File: config.mk
export PLATFORM = sky130hd
export DESIGN_NAME = jstk_spi_reader
export DESIGN_NICKNAME = d
export VERILOG_FILES = /design/src/rtl/jstk_spi_reader.sv
export SDC_FILE = /design/constraint.sdc
export NUM_CORES = 1
export LEC_CHECK = 0
export CORE_MARGIN = 1
export CORE_UTILIZATION = 30
export CTS_CLUSTER_SIZE = 14
export DETAILED_ROUTE_END_ITERATION = 8
export PLACE_DENSITY = 0.59
export SYNTH_ARGS = -nofsm -noshare
export SYNTH_HDL_FRONTEND = slang
export SYNTH_SLANG_ARGS = --single-unit
File: constraint.sdc
create_clock -name clk -period 2 [get_ports clk]
set_input_delay 0.3 -clock clk [delete_from_list [all_inputs] [get_ports clk]]
set_output_delay 0.3 -clock clk [all_outputs]
set_load 0.005 [all_outputs]
File: src/rtl/jstk_spi_reader.sv
// PmodJSTK poller: runs one 5-byte SPI mode-0 transaction per poll period and
// publishes quantized 4-bit X/Y plus buttons atomically with a data_valid pulse.
module jstk_spi_reader #(
  parameter int CLK_DIV     = 100,
  parameter int SS_SETUP    = 1500,
  parameter int BYTE_GAP    = 1500,
  parameter int POLL_PERIOD = 1000000
) (
  input  logic       clk,
  input  logic       rst,
  input  logic       miso,
  input  logic [1:0] led_cmd,
  output logic       ss,
  output logic       sclk,
  output logic       mosi,
  output logic [3:0] spi_x_out,
  output logic [3:0] spi_y_out,
  output logic [2:0] btn,
  output logic       data_valid,
  output logic       busy
);

  localparam int MAX_A   = (SS_SETUP > BYTE_GAP) ? SS_SETUP : BYTE_GAP;
  localparam int CNT_MAX = (MAX_A > 2 * CLK_DIV) ? MAX_A : 2 * CLK_DIV;
  localparam int CW      = $clog2(CNT_MAX + 1);
  localparam int PW      = (POLL_PERIOD > 1) ? $clog2(POLL_PERIOD) : 1;

  typedef enum logic [2:0] {
    S_IDLE  = 3'd0,
    S_SETUP = 3'd1,
    S_XFER  = 3'd2,
    S_GAP   = 3'd3,
    S_DONE  = 3'd4
  } state_t;

  state_t          r_state;
  logic [CW-1:0]   r_cnt;
  logic [PW-1:0]   r_poll;
  logic [2:0]      r_bit;
  logic [2:0]      r_byte;
  logic [7:0]      r_tx;
  logic [7:0]      r_rx;
  logic [3:0]      r_xq;
  logic [3:0]      r_yq;
  logic            r_first;

  logic            w_sample;
  logic            w_bit_end;
  logic [7:0]      w_rx_next;
  logic            w_unused_rx;

  // MISO is captured in the first high cycle of SCLK; bit ends after the high phase
  always_comb begin
    w_sample  = 1'b0;
    w_bit_end = 1'b0;
    w_rx_next = r_rx;
    if (r_state == S_XFER) begin
      w_sample  = (r_cnt == CW'(CLK_DIV));
      w_bit_end = (r_cnt == CW'(2 * CLK_DIV - 1));
      if (w_sample) begin
        w_rx_next = {r_rx[6:0], miso};
      end else begin
        w_rx_next = r_rx;
      end
    end else begin
      w_rx_next = r_rx;
    end
  end

  assign w_unused_rx = ^w_rx_next[5:3];

  always_ff @(posedge clk) begin
    if (rst) begin
      r_state    <= S_IDLE;
      r_cnt      <= '0;
      r_poll     <= '0;
      r_bit      <= 3'd7;
      r_byte     <= 3'd0;
      r_tx       <= 8'h00;
      r_rx       <= 8'h00;
      r_xq       <= 4'd8;
      r_yq       <= 4'd8;
      r_first    <= 1'b1;
      ss         <= 1'b1;
      sclk       <= 1'b0;
      mosi       <= 1'b0;
      spi_x_out  <= 4'd8;
      spi_y_out  <= 4'd8;
      btn        <= 3'd0;
      data_valid <= 1'b0;
      busy       <= 1'b0;
    end else begin
      data_valid <= 1'b0;
      // Poll counter keeps running through the transaction so start-to-start is exact
      if (r_poll != PW'(POLL_PERIOD - 1)) begin
        r_poll <= r_poll + PW'(1);
      end
      case (r_state)
        S_IDLE: begin
          if (r_first || (r_poll == PW'(POLL_PERIOD - 1))) begin
            r_first <= 1'b0;
            r_poll  <= '0;
            r_tx    <= {6'b100000, led_cmd};
            r_byte  <= 3'd0;
            r_cnt   <= '0;
            ss      <= 1'b0;
            busy    <= 1'b1;
            r_state <= S_SETUP;
          end
        end
        S_SETUP: begin
          if (r_cnt == CW'(SS_SETUP - 1)) begin
            r_cnt   <= '0;
            r_bit   <= 3'd7;
            sclk    <= 1'b0;
            mosi    <= r_tx[7];
            r_state <= S_XFER;
          end else begin
            r_cnt <= r_cnt + CW'(1);
          end
        end
        S_XFER: begin
          r_rx <= w_rx_next;
          if (w_bit_end) begin
            r_cnt <= '0;
            sclk  <= 1'b0;
            if (r_bit == 3'd0) begin
              case (r_byte)
                3'd0:    r_xq[1:0] <= w_rx_next[7:6];
                3'd1:    r_xq[3:2] <= w_rx_next[1:0];
                3'd2:    r_yq[1:0] <= w_rx_next[7:6];
                3'd3:    r_yq[3:2] <= w_rx_next[1:0];
                default: r_xq      <= r_xq;
              endcase
              if (r_byte == 3'd4) begin
                ss         <= 1'b1;
                data_valid <= 1'b1;
                spi_x_out  <= r_xq;
                spi_y_out  <= r_yq;
                btn        <= w_rx_next[2:0];
                r_state    <= S_DONE;
              end else begin
                r_state <= S_GAP;
              end
            end else begin
              r_bit <= r_bit - 3'd1;
              r_tx  <= {r_tx[6:0], 1'b0};
              mosi  <= r_tx[6];
            end
          end else begin
            r_cnt <= r_cnt + CW'(1);
            sclk  <= (r_cnt >= CW'(CLK_DIV - 1));
          end
        end
        S_GAP: begin
          if (r_cnt == CW'(BYTE_GAP - 1)) begin
            r_cnt   <= '0;
            r_byte  <= r_byte + 3'd1;
            r_bit   <= 3'd7;
            r_tx    <= 8'h00;
            mosi    <= 1'b0;
            r_state <= S_XFER;
          end else begin
            r_cnt <= r_cnt + CW'(1);
          end
        end
        S_DONE: begin
          busy    <= 1'b0;
          r_state <= S_IDLE;
        end
        default: begin
          ss      <= 1'b1;
          sclk    <= 1'b0;
          busy    <= 1'b0;
          r_state <= S_IDLE;
        end
      endcase
    end
  end

endmodule

==> impl_metrics.tcl <==
set metrics [dict create \
    result_of_the_run "finished with violations" \
    violations "negative setup slack" \
    synth_area_um2 3760 \
    synth_flop_type "sky130_fd_sc_hd__dfxtp_1" \
    cts.sink_count 81 \
    syn-instance-count 445 \
    cell_internal_pwr_mw 3.30 \
    detailroute.wirelength.met3_um 275 \
    initial_core_util 0.311 \
    rows 40 \
    post-synth-top-area-cell "sky130_fd_sc_hd__dfxtp_1" \
    cts_made_buffers 9 \
    final.fill_count 1189 \
    antenna_violations_before_repair 0 \
    grt_overflow_total 0 \
    htree_num_levels 3 \
    detailedRoute.firstIterationViolations 195 \
    pwr-share-seq 0.385 \
    antenna_cells_inserted 0 \
    synth-edff-count 0 \
    relSlewSlack 0.651 \
    fp.dieH_um 114 \
    path_class "reg -> reg" \
    net_count_reported_at_finish 533 \
    worst_setup_ep "r_tx[0]$_SDFFE_PP0P_" \
    dp.cells 672 \
    dpl_worst_slack_ps -93.9 \
    die_x_um 114 \
    first_global_vias 3297 \
    routedLengthMet1_mm 4.16 \
    floorplan.core_area_um2 12100 \
    drt_drc_violations_left 0 \
    power.share.switching 0.288 \
    global_route_wire_length_before_repair_mm 15.2 \
    clock_latency_ps 350 \
    wl_met2_mm 4.46 \
    tritoncts "yes" \
    synth.yosys.seq_area_share 0.431 \
    yosys_warnings 0 \
    clk_pin_slew_ps 70 \
    grt_max_degree 34 \
    pwr_density_cell_nw_per_um2 884 \
    cp-start-kind "register" \
    timing.rr.end "r_tx[0]$_SDFFE_PP0P_" \
    worst_r2r_path_depth 7 \
    place.port_buffers 20 \
    die_area_um2 13000 \
    synth_top_area_share 0.431 \
    route.top_layer_used "met4" \
    grt_setup_unrepaired "true" \
    worstHoldPathType "reg -> reg" \
    via_count 3393 \
    layout-drive-gt1-share 0.275 \
    post_dr_vias_cell 4.91 \
    route.final.wire_length_mm 9.17 \
    switch_pwr_mw 1.33 \
    root_buffer_master "sky130_fd_sc_hd__clkbuf_16" \
    grt.total_usage 0.148 \
    finalHoldViolations 0 \
    synth.distinct_cells 56 \
    clkPwrFrac 0.388 \
    timing.final.setup_violations 13 \
    setup.worst_path.end_class "register" \
    worst_setup_path_startpoint "r_poll[10]$_SDFF_PP0_" \
    max-vdd-ir-drop_mv 0.475 \
    worst_clock_skew_ps 8.13 \
    hpwlAfterDp_mm 6.34 \
    slew_viols_final 0 \
    cp_data_arrival_time_ps 2310 \
    cts_buffer_depth 2 \
    comb_power_share 0.227 \
    min_period_ps 2040 \
    design.portCount 21 \
    final_worst_path_period_share 1.02 \
    drv_cap 0 \
    r2r_slack_ps -40 \
    largest_fanout_on_the_critical_path 8 \
    drt_pass1_iterations 4 \
    area_growth_syn_to_layout_pct 39.2 \
    leakagePower_nw 1.89 \
    finalWorstSetupSlack_ps -35.7 \
    detailed_route_wire_length_per_cell_um 13.3 \
    timing_worst_slew_pin_value_ps 523 \
    antenna_left 0 \
    worst-endpoint-required_ps 2280 \
    synth.avg_cell_area_um2 8.45 \
    async_set_or_reset_register_ratio_after_synthesis 0 \
    post_layout_nonfiller_instances 691 \
    reg2reg_from "r_poll[10]$_SDFF_PP0_" \
    routabilityCongestion 0.848 \
    yosys-top-cells-area "sky130_fd_sc_hd__dfxtp_1, sky130_fd_sc_hd__nand2_1, sky130_fd_sc_hd__mux2i_1" \
    synth.ff_latch_count 81 \
    syn_nets 460 \
    maximum_clock_frequency_ghz 0.491 \
]
==> per-stage QoR <==
step                      utilization  cell area (um^2)  setup TNS, ps  hold WS, ps  power [mW]
after global routing            0.432              5230          -3840          470        4.85
after floorplan                     -              3840          -1530          428        2.39
after global placement          0.380              4610           -482          436        2.73
final                           0.432              5230           -260          453        4.63
after CTS                       0.413              5000           -400          454        4.63
after detailed placement        0.380              4610          -1170          445        2.76
==> registers in the layout (all words and copies together), names as in the netlist, 3 cells and up <==
signal and count:
r_bit 3, r_state 3, r_xq 4, r_yq 4, btn 3, r_byte 3, r_poll 20, r_tx 8
spi_y_out 4, r_cnt 11, r_rx 8, spi_x_out 4
==> placed cells by master, fill, tap and decap left out, types with 5 or more instances in the layout <==
| cell | netlist | final |
|---|---|---|
| sky130_fd_sc_hd__dfxtp_1 | 81 | 76 |
| sky130_fd_sc_hd__nand2_1 | 84 | 74 |
| sky130_fd_sc_hd__buf_4 | 0 | 49 |
| sky130_fd_sc_hd__nor2_1 | 38 | 38 |
| sky130_fd_sc_hd__inv_1 | 24 | 24 |
| sky130_fd_sc_hd__clkdlybuf4s50_1 | 0 | 20 |
| sky130_fd_sc_hd__a21oi_1 | 24 | 16 |
| sky130_fd_sc_hd__mux2i_1 | 15 | 15 |
| sky130_fd_sc_hd__nand3_1 | 20 | 14 |
| sky130_fd_sc_hd__xor2_1 | 11 | 11 |
| sky130_fd_sc_hd__or3_1 | 11 | 10 |
| sky130_fd_sc_hd__clkbuf_16 | 0 | 10 |
| sky130_fd_sc_hd__ha_1 | 10 | 9 |
| sky130_fd_sc_hd__o221ai_2 | 0 | 8 |
| sky130_fd_sc_hd__nand4_1 | 8 | 8 |
| sky130_fd_sc_hd__a21oi_2 | 0 | 8 |
| sky130_fd_sc_hd__nor3_1 | 10 | 7 |
| sky130_fd_sc_hd__and4_1 | 6 | 6 |
| sky130_fd_sc_hd__nand2_4 | 0 | 6 |
| sky130_fd_sc_hd__o22ai_1 | 8 | 6 |
| sky130_fd_sc_hd__buf_6 | 0 | 6 |
| sky130_fd_sc_hd__nand3_2 | 0 | 5 |
| sky130_fd_sc_hd__xnor2_1 | 5 | 5 |
| sky130_fd_sc_hd__dfxtp_2 | 0 | 5 |
==> cells by family (layout without fill, tap and decap cells) <==
| group | Yosys count | in the layout | synth area share |
|---|---|---|---|
| simple gates | 207 | 207 | 0.276 |
| flops | 81 | 81 | 0.431 |
| compound gates | 71 | 71 | 0.126 |
| buf+inv | 40 | 118 | 0.0409 |
| mux | 20 | 20 | 0.0549 |
| xor+xnor | 16 | 16 | 0.0373 |
| fa+ha+maj | 10 | 10 | 0.0333 |
==> cell usage after synthesis (3+ instances only) <==
cell,count
sky130_fd_sc_hd__or4_1,3
sky130_fd_sc_hd__nor3b_1,3
sky130_fd_sc_hd__xor2_1,11
sky130_fd_sc_hd__nor4_1,3
sky130_fd_sc_hd__nor3_1,10
sky130_fd_sc_hd__clkbuf_1,13
sky130_fd_sc_hd__and4_1,6
sky130_fd_sc_hd__xnor2_1,5
sky130_fd_sc_hd__nor2_1,38
sky130_fd_sc_hd__o221ai_1,8
sky130_fd_sc_hd__buf_2,3
sky130_fd_sc_hd__mux2_2,5
sky130_fd_sc_hd__a21oi_1,24
sky130_fd_sc_hd__or3_1,11
sky130_fd_sc_hd__ha_1,10
sky130_fd_sc_hd__o21ai_1,3
sky130_fd_sc_hd__nand3_1,20
sky130_fd_sc_hd__o21ai_0,5
sky130_fd_sc_hd__nand2_1,84
sky130_fd_sc_hd__o22ai_1,8
sky130_fd_sc_hd__mux2i_1,15
sky130_fd_sc_hd__nand4_1,8
sky130_fd_sc_hd__dfxtp_1,81
sky130_fd_sc_hd__a221oi_1,3
sky130_fd_sc_hd__inv_1,24
sky130_fd_sc_hd__nand2b_1,3
sky130_fd_sc_hd__or3b_2,3
sky130_fd_sc_hd__a31oi_1,4
==> critical path, cell delays in order, from the launching register on <==
cell	delay (ps)
sky130_fd_sc_hd__dfxtp_1	310
sky130_fd_sc_hd__or4b_4	540
sky130_fd_sc_hd__nor4_4	260
sky130_fd_sc_hd__buf_4	180
sky130_fd_sc_hd__a211oi_4	70
sky130_fd_sc_hd__nor4b_4	240
sky130_fd_sc_hd__buf_6	170
sky130_fd_sc_hd__mux2i_1	180
==> power groups by stage <==
| stage | registers [mW] | clock network (mW) | logic, mW |
|---|---|---|---|
| finish | 1.78 | 1.79 | 1.05 |
| global route | 1.79 | 1.92 | 1.14 |
| CTS | 1.77 | 1.84 | 1.02 |
| detailed placement | 1.80 | 0 | 0.952 |
| global placement | 1.80 | 0 | 0.935 |
| floorplan | 1.80 | 0 | 0.586 |
==> worst min path at each step <==
stage,from,end,slack [ps],cells after the start
global route,r_rx[4]$_SDFFE_PP0P_,r_rx[5]$_SDFFE_PP0P_,470,2
detailed placement,spi_x_out[1]$_SDFFE_PP0P_,spi_x_out[1]$_SDFFE_PP0P_,450,2
floorplan,r_rx[7]$_SDFFE_PP0P_,r_rx[7]$_SDFFE_PP0P_,430,2
global placement,r_rx[7]$_SDFFE_PP0P_,r_rx[7]$_SDFFE_PP0P_,440,2
CTS,spi_x_out[1]$_SDFFE_PP0P_,spi_x_out[1]$_SDFFE_PP0P_,450,2
finish,r_rx[7]$_SDFFE_PP0P_,r_rx[7]$_SDFFE_PP0P_,450,2
==> layout make-up <==
class	count	area, um^2	share of cell area
Inverter	24	90.1	0.0172
Multi-Input combinational cell	324	2290	0.437
Tap cell	168	210	0.0402
Sequential cell	81	1630	0.311
Clock inverter	6	91.3	0.0175
Timing Repair Buffer	78	696	0.133
Clock buffer	10	229	0.0437
==> per-layer routing <==
metal / up-vias / global-route usage
met5: - / 0
met4: 0 / 0.0857
met3: 18 / 0.0298
met2: 45 / 0.253
met1: 1612 / 0.173
li1: 1718 / -
==> timing repair <==
action                                  in CTS  in global routing
endpoints found under the setup margin      53                 64
pin swaps                                    8                 10
hold buffers                                 0                  0
resized for setup                           14                 50
gates cloned                                 1                  1
buffers inserted                             1                  0
No activity file was read; power rests on OpenSTA's default activity.
